`config.mk`:
```
export PLATFORM = sky130hd
export DESIGN_NAME = eqn_dr_hs
export DESIGN_NICKNAME = d
export VERILOG_FILES = /design/src/rtl/eqn_dr_hs.sv
export SDC_FILE = /design/constraint.sdc
export NUM_CORES = 1
export LEC_CHECK = 0
export CAP_MARGIN = 25
export CORE_MARGIN = 5
export CORE_UTILIZATION = 46
export CTS_BUF_LIST = sky130_fd_sc_hd__clkbuf_16
export CTS_CLUSTER_DIAMETER = 150
export DETAILED_ROUTE_END_ITERATION = 7
export PLACE_DENSITY = 0.78
export SLEW_MARGIN = 15
export SYNTH_ARGS = -nofsm -noshare
export SYNTH_HDL_FRONTEND = slang
export SYNTH_SLANG_ARGS = --single-unit
```
`constraint.sdc`:
```
create_clock -name clk -period 1.6 [get_ports clk]
set_input_delay 0.16 -clock clk [delete_from_list [all_inputs] [get_ports clk]]
set_output_delay 0.16 -clock clk [all_outputs]
set_load 0.02 [all_outputs]
```
`src/rtl/eqn_dr_hs.sv`:
```
// rtl/eqn_dr_hs.sv - dual-rail equality comparator stage with completion detection
// and a four-phase return-to-zero handshake, registered on a single clock.
module eqn_dr_hs #(
  parameter int    WIDTH    = 4,
  parameter string ENC      = "TP",
  parameter string MODE     = "EQ",
  parameter int    CNT_W    = 8,
  localparam int   RAIL_NUM = 2
) (
  input  logic                      clk,
  input  logic                      rst,
  input  logic                      en,
  input  logic [WIDTH*RAIL_NUM-1:0] in0,
  input  logic [WIDTH*RAIL_NUM-1:0] in1,
  output logic [RAIL_NUM-1:0]       out,
  output logic                      ack_up,
  input  logic                      ack_dn,
  output logic                      err,
  output logic [CNT_W-1:0]          cnt
);

  localparam bit INVERT = (MODE == "NEQ");

  if (ENC != "TP") begin : g_enc_check
    $error("eqn_dr_hs: only the TP rail encoding is implemented");
  end

  typedef enum logic [1:0] {
    ST_IDLE = 2'd0,
    ST_DATA = 2'd1,
    ST_RTZ  = 2'd2
  } state_t;

  logic [WIDTH-1:0] valid0, valid1, null0, null1, ill0, ill1, val0, val1;

  for (genvar i = 0; i < WIDTH; i++) begin : g_decode
    assign valid0[i] = in0[2*i+1] ^ in0[2*i];
    assign valid1[i] = in1[2*i+1] ^ in1[2*i];
    assign null0[i]  = ~(in0[2*i+1] | in0[2*i]);
    assign null1[i]  = ~(in1[2*i+1] | in1[2*i]);
    assign ill0[i]   = in0[2*i+1] & in0[2*i];
    assign ill1[i]   = in1[2*i+1] & in1[2*i];
    assign val0[i]   = in0[2*i+1];
    assign val1[i]   = in1[2*i+1];
  end

  logic complete, all_null, illegal, eq, res;

  assign complete = (&valid0) & (&valid1);
  assign all_null = (&null0) & (&null1);
  assign illegal  = (|ill0) | (|ill1);
  // Bit values are only meaningful once complete, which gates every capture.
  assign eq       = &(val0 ~^ val1);
  assign res      = INVERT ? ~eq : eq;

  state_t                state_q, state_d;
  logic [RAIL_NUM-1:0]   out_q, out_d;
  logic                  ack_up_q, ack_up_d;
  logic                  err_q, err_d;
  logic [CNT_W-1:0]      cnt_q, cnt_d;

  always_comb begin
    state_d  = state_q;
    out_d    = out_q;
    ack_up_d = ack_up_q;
    err_d    = err_q;
    cnt_d    = cnt_q;
    if (en) begin
      if (illegal) begin
        err_d = 1'b1;
      end
      case (state_q)
        ST_IDLE: begin
          if (complete && !ack_dn) begin
            state_d  = ST_DATA;
            out_d    = res ? 2'b10 : 2'b01;
            ack_up_d = 1'b1;
          end
        end
        ST_DATA: begin
          if (ack_dn && all_null) begin
            state_d  = ST_RTZ;
            out_d    = 2'b00;
            ack_up_d = 1'b0;
          end
        end
        ST_RTZ: begin
          if (!ack_dn) begin
            state_d = ST_IDLE;
            if (cnt_q != {CNT_W{1'b1}}) begin
              cnt_d = cnt_q + CNT_W'(1);
            end
          end
        end
        default: begin
          state_d  = ST_IDLE;
          out_d    = 2'b00;
          ack_up_d = 1'b0;
        end
      endcase
    end
  end

  always_ff @(posedge clk) begin
    if (rst) begin
      state_q  <= ST_IDLE;
      out_q    <= 2'b00;
      ack_up_q <= 1'b0;
      err_q    <= 1'b0;
      cnt_q    <= '0;
    end else begin
      state_q  <= state_d;
      out_q    <= out_d;
      ack_up_q <= ack_up_d;
      err_q    <= err_d;
      cnt_q    <= cnt_d;
    end
  end

  assign out    = out_q;
  assign ack_up = ack_up_q;
  assign err    = err_q;
  assign cnt    = cnt_q;

endmodule
```
# Yosys cells after proc, flatten, opt, wreduce, memory -nomap -nowiden
# Index checks and enable logic that the tools add are counted.
# totals
romBits	0
ram_bits	0
inputBits	20
register_bits	14
mem_count	0
latch_bits	0
# classes
bitwise	38
mux	11
n_shift	0
n_lt_le_gt_ge	0
div_mod_pow	0
n_eq_ne	6
n_mul	0
reduce_logical	15
addsub	1
# ops
operator	count
AND reduction 4 bit	8
2-to-1 mux 2 bit	6
case mux 2 bit (3 select lines)	2
AND 1 bit	10
inverter 1 bit	10
bitwise OR 1 bit	9
adder 8 x 1 -> 8 bit, second input constant	1
inequality test 8 bit, second input constant	1
OR reduction 4 bit	2
XOR 1 bit	8
inequality test 2 bit, second input constant	3
XNOR 4 bit	1
case mux 1 bit (3 select lines)	1
== test 2 x 1 -> 1 bit, second input constant	1
== test 2 bit, second input constant	1
logical AND 1 bit	2
zero test 2 bit	1
2-to-1 mux 1 bit	2
AND reduction 2 bit	1
zero test 1 bit	1

# Logic depth before layout (Yosys ltp)
# logic_depth
word_depth	7
depth_mapped	6
depth_no_buf	6

# Worst setup path before layout
# Ideal clock, no wire load.
# synth_path
path_type	flip-flop to flip-flop
start	register cnt_q[0], in the netlist cnt[0]
end	register cnt_q[3], in the netlist cnt[3]
path_slack_ns	0.062
required_time_ns	1.529
synth_period_minus_slack_ns	1.538
setup_time_ns	0.071
stages_incl_launch_ff	6
arrival_ns	1.468
n_path_buf	0
path_cell_list	dfxtp_1 -> ha_1 -> nand2_1 -> o31a_1 -> a41o_1 -> a21oi_1
# synth_via
elab_chain_cells	2
elab_cells_between_ends	3
classes_between	add/sub (1); eq/ne (1); reduce/logical (1)
# synth_rtl
element	line	text
from (decl)	60	logic [CNT_W-1:0] cnt_q, cnt_d;
from (signal assigned)	116	cnt_q <= cnt_d;
branches (longest 2 deep; another with adder 8 x 1 -> 8 bit)	-	
# Parallel ways; which one is timed is not known.
# A chain may end at the register's enable or synchronous reset.

# Worst setup path in the final report
# layout_path
start	input port ack_dn
end	register cnt_q[7], in the netlist cnt[7]
# layout_via
elab_chain_cells	2
# layout_rtl
element	line	text
from (decl)	17	input logic ack_dn,
inverter 1 bit (no source line)	-	
AND reduction 4 bit (no source line)	-	
# Every way passes these cells.

==> run summary <==
Syn. warnings: 0
Core footprint: 2210 µm²
Crit-path max FO: 5
Fillers: 150
Sequential fraction of the synthesis area: 26.4%
Mapped Nets: 163
Final Critical Period: 1520 ps
Final number of setup-violating endpoints: 0
First-pass GRT wire length: 5250 µm
Yosys cell types: 35
Dpl hpwl: 2270 µm
Static Leak: 0.798 nW
Path depth of the worst reg2reg path: 4
Critical Path AT: 1690 ps
Crit. End Element: flop
TritonCTS clock tree: done
Seq cells post-synth: 14
Post-Route Setup TNS: 0 ps
Nets: 222
Die extent in x: 58.1 µm
Drt drc: 0
Peak supply drop: 0.589 mV
Netlist Area Pre-Place: 1060 µm²
Fin. max-slew vios: 0
GRT Util Overall: 20.3%
FP Rows: 17
Fin crit share: 95.0%
Clock Sinks: 14
Via-per-instance ratio: 5.50
PwrDens: 588 nW/µm²
Synthesized instance count: 126
Max_slew headroom: 71.1%
Maxcap violations: 0
Clk_skew: 4.58 ps
# H-tree levels: 1
Share of post-route cells with drive strength above 1: 20.1%
Worst Setup Path Type: primary input to flop
Pin count of the biggest net entering global routing: 11
Via Count: 1165
Status: complete, no violations
Worst Hold Class: flop to flop
Area Growth Syn to Fin: 58.5%
Grt total ovfl: 0
Detailed-route wire length per cell: 15.0 µm
First-pass iteration count of the detailed router: 4
RSZ-0062 raised after global routing: false
Startpoint Class: primary input
Starting density of the core: 48.1%
Root Driver: clkbuf_16
Die ar.: 3370 µm²
CP required: 1770 ps
Final hold vios: 0
Clock slew at reported path FFs: 50 ps
Gp weighted congestion: 0.803
# diodes: 0
Vias in the first global route: 1181
Starting DRT DRC Count: 46
Total routed wirelength: 3190 µm
Die Ht: 58.1 µm
IO Pins: 32
Worst-Margin Slew: 429 ps
Worst skew pair latency: 240 ps
Number of port buffers: 31
CTS Buf Count: 3
Syn Area/Cell: 8.44 µm²
Maximum clock rate: 658 MHz
Post-DRT Antenna Nets: 0
Pwr Total: 991 µW
Initial antenna violation count: 0
Max Root-Sink Buffers: 2
Worst hold stages: 2
## worst paths after layout
check / slack, ps / to / startpoint
max: 80 / cnt[7]$_SDFFE_PP0P_ / ack_dn
min: 460 / out[0]$_SDFFE_PP0P_ / out[0]$_SDFFE_PP0P_
min reg2reg: 460 / out[0]$_SDFFE_PP0P_ / out[0]$_SDFFE_PP0P_
max reg2reg: 90 / cnt[7]$_SDFFE_PP0P_ / state_q[1]$_SDFFE_PP0P_
## sequential cells by signal, indices dropped and copies added (netlist names)
signal,count
ack_up,1
cnt,8
err,1
out,2
state_q,2
## Yosys cell counts (all sizes together)
library cell | count | area, µm²
a211o | 1 | 8.76
a211oi | 1 | 7.51
a21oi | 6 | 30.0
a41o | 1 | 10.0
and2 | 2 | 13.8
and2b | 1 | 7.51
and4bb | 1 | 16.3
buf | 1 | 11.3
clkbuf | 1 | 3.75
dfxtp | 14 | 280
ha | 17 | 213
inv | 19 | 71.3
mux2i | 2 | 20.0
nand2 | 10 | 45.0
nand2b | 3 | 18.8
nand3 | 3 | 15.0
nand3b | 2 | 15.0
nand4 | 6 | 37.5
nor2 | 8 | 30.0
nor3 | 2 | 10.0
nor4 | 2 | 12.5
o2111ai | 1 | 8.76
o211a | 2 | 20.0
o21ai | 3 | 15.0
o311ai | 1 | 8.76
o31a | 2 | 17.5
o31ai | 2 | 15.0
o32ai | 1 | 8.76
o41ai | 1 | 8.76
or2b | 1 | 7.51
or4 | 2 | 15.0
xnor2 | 5 | 43.8
xor2 | 2 | 17.5
## worst max-delay path: stages
cell and delay [ps]:
clkdlybuf4s50_1 480, and4bb_4 420, nand2_4 70, or4_1 390
a21oi_1 170
## layout by cell type, fill, tap and decap left out, types with 3 or more instances in the layout
master	netlist	routed
a21oi_1	6	6
nand3_1	3	3
buf_4	0	24
inv_1	19	19
ha_1	17	16
nor2_1	8	8
nand2_1	9	9
clkbuf_16	0	3
xnor2_1	5	5
dfxtp_1	14	13
nand2b_1	3	3
clkdlybuf4s50_1	0	15
dlygate4sd2_1	0	16
nand4_1	6	6
## power breakdown
group          internal, mW  total (mW)  switching (mW)  leakage [nW]
Clock                 0.330       0.471           0.141        0.0385
Sequential            0.352       0.353         0.00144         0.114
Combinational        0.0894       0.166          0.0770         0.646
## routing by layer
layer  wire (µm)  global-route usage [%]
met4          87                    8.94
met3         201                    4.01
met2        1560                    35.2
met5           0                       0
met1        1340                    24.1
## cell families after synthesis
logic type / share of synthesized area (%)
AOI/OAI and AO/OA: 14.9
xor gates and xnor gates: 5.76
adders and majority gates: 20.0
buffers and inverters: 8.12
DFF: 26.4
muxes: 1.88
and+or+nand+nor: 22.9
## per-stage QoR
step	std cells	cell area [µm²]	hold WS (ps)	util, %	setup WS, ps
6_report	212	1690	456	76.2	79.6
3_3_place_gp	206	1570	440	70.8	-301
4_1_cts	212	1680	459	76.0	34.7
5_1_grt	212	1690	475	76.2	28.2
3_5_place_dp	206	1570	460	70.8	-357
2_1_floorplan	126	1060	229	-	61.5
## final cells by class
type                            count  area, µm²  share of cell area [%]
Clock buffer                        3       75.1                    4.45
Sequential cell                    14        282                    16.7
Clock inverter                      1       3.75                   0.223
Multi-Input combinational cell     91        737                    43.7
Timing Repair Buffer               56        482                    28.6
Inverter                           19       71.3                    4.23
Tap cell                           28       35.0                    2.08
## repair_timing
item,in CTS,in global routing
hold buffers,0,0
gates resized for setup,24,3
buffers inserted,2,0
pin swaps,9,0
hold endpoints to repair,0,0
setup endpoints to repair,5,2
No activity file was read; power rests on OpenSTA's default activity.
